[config.mk]
export PLATFORM = sky130hd
export DESIGN_NAME = uplink_deframer
export DESIGN_NICKNAME = d
export VERILOG_FILES = /design/src/rtl/uplink_pkg.sv /design/src/rtl/uplink_deframer_ch.sv /design/src/rtl/uplink_deframer.sv
export SDC_FILE = /design/constraint.sdc
export NUM_CORES = 1
export LEC_CHECK = 0
export ABC_AREA = 1
export BUFFER_PORTS_ARGS = -buffer_cell sky130_fd_sc_hd__buf_2
export CAP_MARGIN = 20
export CORE_UTILIZATION = 40
export DETAILED_ROUTE_END_ITERATION = 10
export GPL_TIMING_DRIVEN = 0
export PLACE_DENSITY = 0.61
export SLEW_MARGIN = 20
export SYNTH_ARGS = -nofsm -noshare
export SYNTH_HDL_FRONTEND = slang
export SYNTH_SLANG_ARGS = --single-unit
[constraint.sdc]
create_clock -name ul_clk -period 2.1 [get_ports ul_clk]
set_clock_uncertainty 0.05 [all_clocks]
set_input_delay 0.21 -clock ul_clk [delete_from_list [all_inputs] [get_ports ul_clk]]
set_output_delay 0.21 -clock ul_clk [all_outputs]
set_load 0.02 [all_outputs]
[src/rtl/uplink_pkg.sv]
// Shared types and constants for the multi-channel serial uplink deframer.
package uplink_pkg;

    localparam logic [31:0] SYNC_WORD_DEFAULT = 32'hB9AF2E5C;
    localparam int unsigned LEN_W             = 32;

    typedef enum logic [2:0] {
        HUNT,
        HEADER,
        LENGTH,
        PAYLOAD,
        CRC,
        DONE
    } state_e;

endpackage

[src/rtl/uplink_deframer_ch.sv]
// One uplink channel: sync hunt, byte assembly, length latch and per-packet FSM.
module uplink_deframer_ch
    import uplink_pkg::*;
#(
    parameter logic [31:0] SYNC_WORD   = SYNC_WORD_DEFAULT,
    parameter int unsigned HDR_BYTES   = 8,
    parameter int unsigned CRC_BYTES   = 4,
    parameter int unsigned ADDR_W      = 8,
    parameter int unsigned MAX_PAYLOAD = 112
) (
    input  logic              ul_clk,
    input  logic              rst_i,
    input  logic              ping_i,
    input  logic              ser_bit,
    input  logic              release_i,
    output logic [7:0]        byte_data,
    output logic [ADDR_W-2:0] byte_idx,
    output logic              wren,
    output logic              formed,
    output logic              len_err
);

    localparam int unsigned     IDX_W     = ADDR_W - 1;
    localparam int unsigned     LEN_BYTES = LEN_W / 8;
    localparam logic [LEN_W-1:0] MAX_LEN  = LEN_W'(MAX_PAYLOAD);

    state_e           state;
    logic [31:0]      sr;
    logic [2:0]       bit_cnt;
    logic [IDX_W-1:0] fld_cnt;
    logic [IDX_W-1:0] idx;
    logic [LEN_W-1:0] len;

    logic [7:0]       new_byte;
    logic             byte_done;
    logic [LEN_W-1:0] len_next;
    logic             fld_last;

    assign new_byte  = {sr[6:0], ser_bit};
    assign byte_done = (bit_cnt == 3'd7);
    assign len_next  = {len[LEN_W-9:0], new_byte};

    // Last byte of the current field
    always_comb begin
        fld_last = 1'b0;
        case (state)
            HEADER:  fld_last = (fld_cnt == IDX_W'(HDR_BYTES - 1));
            LENGTH:  fld_last = (fld_cnt == IDX_W'(LEN_BYTES - 1));
            PAYLOAD: fld_last = (LEN_W'(fld_cnt) == (len - LEN_W'(1)));
            CRC:     fld_last = (fld_cnt == IDX_W'(CRC_BYTES - 1));
            default: fld_last = 1'b0;
        endcase
    end

    always_ff @(posedge ul_clk) begin
        if (rst_i) begin
            state     <= HUNT;
            sr        <= '0;
            bit_cnt   <= '0;
            fld_cnt   <= '0;
            idx       <= '0;
            len       <= '0;
            byte_data <= '0;
            byte_idx  <= '0;
            wren      <= 1'b0;
            formed    <= 1'b0;
            len_err   <= 1'b0;
        end else begin
            sr   <= {sr[30:0], ser_bit};
            wren <= 1'b0;
            case (state)
                HUNT: begin
                    idx <= '0;
                    // The bit arriving with the match is already header bit 7
                    if (sr == SYNC_WORD && !ping_i) begin
                        state   <= HEADER;
                        bit_cnt <= 3'd1;
                        fld_cnt <= '0;
                    end
                end
                HEADER, LENGTH, PAYLOAD, CRC: begin
                    bit_cnt <= bit_cnt + 3'd1;
                    if (byte_done) begin
                        wren      <= 1'b1;
                        byte_data <= new_byte;
                        byte_idx  <= idx;
                        idx       <= idx + IDX_W'(1);
                        fld_cnt   <= fld_last ? '0 : fld_cnt + IDX_W'(1);
                        if (state == LENGTH) begin
                            len <= len_next;
                        end
                        if (fld_last) begin
                            case (state)
                                HEADER: state <= LENGTH;
                                LENGTH: begin
                                    if (len_next > MAX_LEN) begin
                                        state   <= DONE;
                                        formed  <= 1'b1;
                                        len_err <= 1'b1;
                                    end else if (len_next == '0) begin
                                        state <= CRC;
                                    end else begin
                                        state <= PAYLOAD;
                                    end
                                end
                                PAYLOAD: state <= CRC;
                                default: begin
                                    state  <= DONE;
                                    formed <= 1'b1;
                                end
                            endcase
                        end
                    end
                end
                DONE: begin
                    if (release_i) begin
                        state   <= HUNT;
                        formed  <= 1'b0;
                        len_err <= 1'b0;
                    end
                end
                default: state <= HUNT;
            endcase
        end
    end

endmodule

[src/rtl/uplink_deframer.sv]
// Multi-channel uplink deframer: per-channel deframers plus the all-channels completion barrier.
module uplink_deframer
    import uplink_pkg::*;
#(
    parameter int unsigned NUM_CH      = 2,
    parameter logic [31:0] SYNC_WORD   = SYNC_WORD_DEFAULT,
    parameter int unsigned HDR_BYTES   = 8,
    parameter int unsigned CRC_BYTES   = 4,
    parameter int unsigned ADDR_W      = 8,
    parameter int unsigned MAX_PAYLOAD = 112
) (
    input  logic                     ul_clk,
    input  logic                     rst_i,
    input  logic                     ping_i,
    input  logic [NUM_CH-1:0]        ul_data,
    input  logic                     ram_page,
    output logic [NUM_CH*8-1:0]      out_data,
    output logic [NUM_CH*ADDR_W-1:0] out_addr,
    output logic [NUM_CH-1:0]        wren,
    output logic [NUM_CH-1:0]        packet_formed,
    output logic [NUM_CH-1:0]        len_err,
    output logic                     all_formed
);

    logic barrier;

    // Every channel holds a packet; released channels drop formed on the next edge
    assign barrier    = &packet_formed;
    assign all_formed = barrier;

    for (genvar c = 0; c < int'(NUM_CH); c++) begin : g_ch
        logic [ADDR_W-2:0] idx;

        uplink_deframer_ch #(
            .SYNC_WORD   (SYNC_WORD),
            .HDR_BYTES   (HDR_BYTES),
            .CRC_BYTES   (CRC_BYTES),
            .ADDR_W      (ADDR_W),
            .MAX_PAYLOAD (MAX_PAYLOAD)
        ) u_ch (
            .ul_clk    (ul_clk),
            .rst_i     (rst_i),
            .ping_i    (ping_i),
            .ser_bit   (ul_data[c]),
            .release_i (barrier),
            .byte_data (out_data[8*c +: 8]),
            .byte_idx  (idx),
            .wren      (wren[c]),
            .formed    (packet_formed[c]),
            .len_err   (len_err[c])
        );

        assign out_addr[ADDR_W*c +: ADDR_W] = {ram_page, idx};
    end

endmodule

### Word level (Yosys, flattened, before mapping)

Cells that the tools add are included.

* add/subtract/negate cells: 8
* magnitude comparators: 2
* equal/unequal tests: 36
* multiplexer cells: 52
* bitwise logic cells: 2
* reductions and logical operators: 36

Operators with widths (count)
* 32-bit equality test, second input constant: 2
* 7-bit by 32-bit equality test with 1-bit output: 2
* 32-bit by 7-bit > comparator with 1-bit output, second input constant: 2
* 32-bit logical NOT: 2
* 32-bit by 1-bit subtractor with 32-bit output, second input constant: 2
* 7-bit two-way mux: 8
* 7-bit case mux with 2 select lines: 4
* 3-bit case mux with 3 select lines: 4
* 3-bit two-way mux: 11
* 7-bit by 1-bit adder with 7-bit output, second input constant: 4
* 6-bit AND reduction: 4
* 2-bit by 1-bit != test with 1-bit output, second input constant: 10
* 3-bit equality test, second input constant: 6
* 1-bit two-way mux: 15
* 7-bit by 2-bit equality test with 1-bit output, second input constant: 2
* 7-bit by 3-bit equality test with 1-bit output, second input constant: 2
* 2-bit AND reduction: 7
* 3-bit by 2-bit equality test with 1-bit output, second input constant: 4
* 1-bit case mux with 2 select lines: 6
* 3-bit case mux with 2 select lines: 2
* 3-bit AND reduction: 4
* 2-bit OR reduction: 6
* 2-bit != test, second input constant: 4
* 4-bit AND reduction: 2
* 10 further kinds: 21

* flip-flop bits (word level): 204
* bits of input ports: 6
* output and inout port bits: 39
* logic and storage cells: 158

### Logic depth before layout (Yosys ltp)

* word-level depth: 7
* depth in mapped cells: 19
* gate-level depth less buffers: 19

### Hierarchy

Synthesis repeated with hierarchy kept, for this count alone.

* cells, all modules: 1508
* area, all modules: 10249.8 um^2

Modules (own cells, without submodules)
* uplink_deframer_ch: times used 2, cells each 752, area each 5113.7 um^2, sequential area each 2042.0 um^2
* uplink_deframer: times used 1, cells each 4, area each 22.5 um^2, sequential area each 0.0 um^2

### Least setup slack after synthesis

Ideal clock, no wire load.

* path kind: reg2reg
* start point: register g_ch[0].u_ch.len[0]
* end point: register g_ch[0].u_ch.fld_cnt[2]
* library setup time: 0.117 ns
* arrival time: 1.939 ns
* required time: 1.933 ns
* slack: -0.006 ns
* cell stages (with the launch flop): 18
* path buffers: 0
* period minus slack after synthesis: 2.106 ns
* cells stage by stage: dfxtp_1 > inv_1 > ha_1 > nand2_4 > nor2_8 > nand2_2 > nor2_2 > nand2_1 > nand3_1 > nand2_1 > nor2_1 > nand2_1 > nor2_1 > nand2_2 > nand2_4 > nand2_2 > nand2_2 > nor2_1

* word-level cells in the longest chain between the ends: 6

Ends and longest elaborated chain
* start: declaration: line uplink_deframer_ch.sv:32 `logic [LEN_W-1:0] len;`
* start signal: assignment: line uplink_deframer_ch.sv:90 `len <= len_next;`
* 32-bit by 1-bit subtractor with 32-bit output: line uplink_deframer_ch.sv:49 `PAYLOAD: fld_last = (LEN_W'(fld_cnt) == (len - LEN_W'(1)));`
* 7-bit by 32-bit equality test with 1-bit output: line uplink_deframer_ch.sv:49
* 1-bit case mux with 3 select lines: line uplink_deframer_ch.sv:46 `case (state)`
* 7-bit two-way mux: line uplink_deframer_ch.sv:88 `fld_cnt <= fld_last ? '0 : fld_cnt + IDX_W'(1);`
* 7-bit two-way mux: line uplink_deframer_ch.sv:83 `if (byte_done) begin`
* 7-bit case mux with 2 select lines: line uplink_deframer_ch.sv:71 `case (state)`
* end signal: assignment: line uplink_deframer_ch.sv:88
* end: declaration: line uplink_deframer_ch.sv:30 `logic [IDX_W-1:0] fld_cnt;`

No other way between the ends. The select of a mux whose other input is x is not followed.
A chain may end at the register's enable or synchronous reset.

### Worst setup path in the final report

* start point: register g_ch[0].u_ch.len[0]
* end point: register g_ch[0].u_ch.state[1]

* word-level cells in the longest chain between the ends: 7
* elaborated cells on any way between the ends: 13
* classes of those cells: 1 x add/sub; 1 x order compare; 2 x eq/ne; 7 x mux; 2 x reduce/logical

Ends and longest elaborated chain
* branches (longest 7 deep; another with 32-bit by 1-bit subtractor with 32-bit output)
* end signal: assignment: line uplink_deframer_ch.sv:76 `state <= HEADER;`
* end signal: assignment: line uplink_deframer_ch.sv:94 `HEADER: state <= LENGTH;`
* end signal: assignment: line uplink_deframer_ch.sv:97 `state <= DONE;`
* end: declaration: line uplink_deframer_ch.sv:27 `state_e state;`

Several ways; the timed one is not identified. The select of a mux whose other input is x is not followed.

==> results.json <==
{
  "ir_worst_vdd_uv": 540,
  "postSynth.asyncResetShare_pct": 0,
  "track_usage_pct": 21.6,
  "synth_top_family_by_area": "simple AND/OR/NAND/NOR gates",
  "cp.arrival_ns": 2.58,
  "cp.buffers_inverters": 2,
  "dr.pass1.iters": 5,
  "slowest_stage": "dfxtp_4",
  "power_density_nw_per_um2": 739,
  "finalPower_mw": 9.30,
  "slew-limit-headroom_pct": 48.0,
  "start_util_pct": 41.1,
  "ys_ff_latch": 204,
  "path_delay_family": "simple AND/OR/NAND/NOR gates",
  "numCtsBuffers": 24,
  "grt_first_pass_wirelength_mm": 45.6,
  "dieArea_sq_um": 25900,
  "wl_per_cell_um": 14.4,
  "coreArea_sq_um": 24500,
  "insertedDiodeCount": 0,
  "detail-route-antenna-nets": 0,
  "utilization_pct": 51.3,
  "wl_mm": 28.5,
  "pre_cts_ws_ns": -0.539,
  "root_buffer": "clkbuf_16",
  "cts_tree": "built",
  "die-width_um": 161,
  "dp_hpwl_mm": 20.3,
  "dr_wl_met3_mm": 1.52,
  "io_buffer_count": 42,
  "hold_path.class": "input port to flip-flop",
  "start_kind": "flip-flop",
  "path_max_fanout": 6,
  "antenna_found_initial": 2,
  "yosys.area_share.simple_pct": 33.3,
  "synth-adder-area-share_pct": 1.49,
  "route.detailed.drc": 0,
  "grt_pass1_vias": 9181,
  "grt_overflow_total": 0,
  "tightest_slew_ns": 0.779,
  "dr.first_iter.drc_count": 654,
  "fin_crit_sh_pct": 106,
  "route.met2.wl_mm": 13.0,
  "synth_edf_count": 0,
  "grt_max_degree": 14,
  "rsz0062_at_grt": "yes",
  "ys_warn_count": 0,
  "viasPerCell": 5.09,
  "layout_setup_ws_ns": -0.125,
  "die_y_um": 161,
  "maxSlewViolCount": 0,
  "place.gp.congestion": 0.903,
  "max-clock-path-buffers": 3,
  "cp.required_ns": 2.46,
  "endpoint_kind": "flip-flop",
  "cp_cell_sequence": "inv_6 > ha_4 > nand2_8 > nor2_8 > buf_4 > nand4_1 > nand3_1 > nand2_2 > nor2_2 > nand2_1 > nor2_2 > nand2_2 > nand2_4 > nand2_4 > o21ai_1 > nor2_1",
  "synth_mux_area_share_pct": 0,
  "synthXorXnorAreaFrac_pct": 1.30,
  "crit_type": "flip-flop to flip-flop",
  "ios": 45,
  "cts_sinks": 204,
  "rows": 57,
  "syn2layout_area_growth_pct": 24.8,
  "hold_viol_final": 0,
  "vias": 10100,
  "synth_nets": 1533,
  "layout.nets": 1658,
  "status": "complete, but fails checks",
  "period_needed_ns": 2.22,
  "wl_met1_mm": 13.2,
  "synth.avg_cell_area_sq_um": 6.66,
  "route.top_layer_used": "met4",
  "violations": "setup timing",
  "setup_violations": 24,
  "p_leak_nw": 5.51,
  "critical-path-max-stage-delay_ns": 0.36,
  "synth.distinct_cells": 41,
  "clk_latency_ns": 0.53,
  "ys.flop_type": "dfxtp_1",
  "syn_area_sq_um": 10100,
  "yosysSeqAreaShare_pct": 40.5,
  "synth_compound_area_share_pct": 12.8,
  "htree_levels": 1,
  "fmax_mhz": 449,
  "drive_gt1_share_pct": 20.8,
  "synthCells": 1515,
  "max_cap_violations": 0,
  "clk_pin_slew_ns": 0.06
}
tightest hold or removal path, cell delays in order:
cell	delay [ns]
clkbuf_1	0.26
nor2_1	0.15
nand2_1	0.09
a21oi_1	0.03
final timing paths:
kind,startpoint,end,slack [ns],cells past startpoint
max,g_ch[0].u_ch.len[0],g_ch[0].u_ch.state[1],-0.12,16
min,rst_i,g_ch[0].u_ch.idx[4],0.23,4
max reg2reg,g_ch[0].u_ch.len[0],g_ch[0].u_ch.state[1],-0.12,16
min reg2reg,g_ch[1].u_ch.sr[20],g_ch[1].u_ch.sr[21],0.37,2
stage by stage:
stage | area (sq um) | hold WS (ns) | TNS (ns) | std cells
final | 12600 | 0.232 | -2.10 | 1980
after global routing | 12600 | 0.294 | -6.15 | 1980
after CTS | 12100 | 0.241 | -0.701 | 1957
after detailed placement | 10700 | 0.361 | -19.41 | 1881
after global placement | 10700 | 0.360 | -17.65 | 1881
after floorplan | 10100 | 0.285 | 0 | 1515
routing by layer:
metal  up-vias  GRT usage, %
li1       5105             -
met1      4666          29.1
met2       256          35.2
met3        49          2.84
met4         0          7.98
met5         -             0
layout by cell type (no fill, tap or decap), drive strengths merged, types with 2 or more instances in the layout:
| master | instances |
|---|---|
| nand2 | 301 |
| nor2 | 282 |
| inv | 210 |
| dfxtp | 204 |
| o21ai | 124 |
| nand3 | 115 |
| buf | 115 |
| a21oi | 109 |
| clkbuf | 65 |
| nand4 | 34 |
| nor3 | 17 |
| xor2 | 12 |
| ha | 12 |
| clkinv | 12 |
| nor4 | 10 |
| a22oi | 5 |
| o21bai | 4 |
| xnor2 | 3 |
| nor3b | 3 |
| nand3b | 2 |
| a31oi | 2 |
| clkinvlp | 2 |
| bufinv | 2 |
| dlygate4sd3 | 2 |
| a211oi | 2 |
cell usage after synthesis (all sizes together) (4+ instances only):
cell      n  area share, %
nor3     17           0.89
xor2     12            1.0
clkbuf   35            1.3
buf      18            1.3
nand2   301             12
o21ai   124            6.2
nor4     10           0.62
clkinv    4           0.16
nand3   115            5.7
dfxtp   204             40
a21oi   109            5.4
o21bai    4           0.30
nor2    282             12
inv     210            7.8
nand4    34            2.1
ha       12            1.5
a22oi     5           0.37
power by group:
group | internal [mW] | total, mW | switching [mW]
logic | 0.413 | 1.15 | 0.741
registers | 3.92 | 3.97 | 0.0474
clock network | 2.52 | 4.18 | 1.66
flip-flops by register name, summed over array words and instances, names as in the netlist:
signal,flops
g_ch.u_ch.wren,2
g_ch.u_ch.formed,2
g_ch.u_ch.byte_data,16
g_ch.u_ch.sr,64
g_ch.u_ch.len_err,2
g_ch.u_ch.fld_cnt,14
g_ch.u_ch.len,64
g_ch.u_ch.idx,14
g_ch.u_ch.bit_cnt,6
g_ch.u_ch.byte_idx,14
g_ch.u_ch.state,6
logic make-up (layout without fill, tap and decap cells):
group / after synthesis / count (layout)
AOI/OAI and AO/OA: 250 / 250
xor gates and xnor gates: 15 / 15
buffers and inverters: 267 / 408
adders and majority gates: 12 / 12
DFF: 204 / 204
and+or+nand+nor: 767 / 767
repair_timing:
action,CTS,global route
hold buffers,2,0
resized for setup,124,86
endpoints found under the hold margin,6,0
pin swaps,46,40
buffers inserted,30,23
cloned,2,0
setup endpoints to repair,74,60
cell type report:
type                       instances  area [sq um]
fill                            2453         11900
multi-input combinational       1044          5480
sequential                       204          4140
inverter                         214           831
clock buffer                      30           674
timing repair buffer              99           669
tap                              324           405
buffer                            53           273
clock inverter                    12           126
Power figures use the tool's default switching activity.
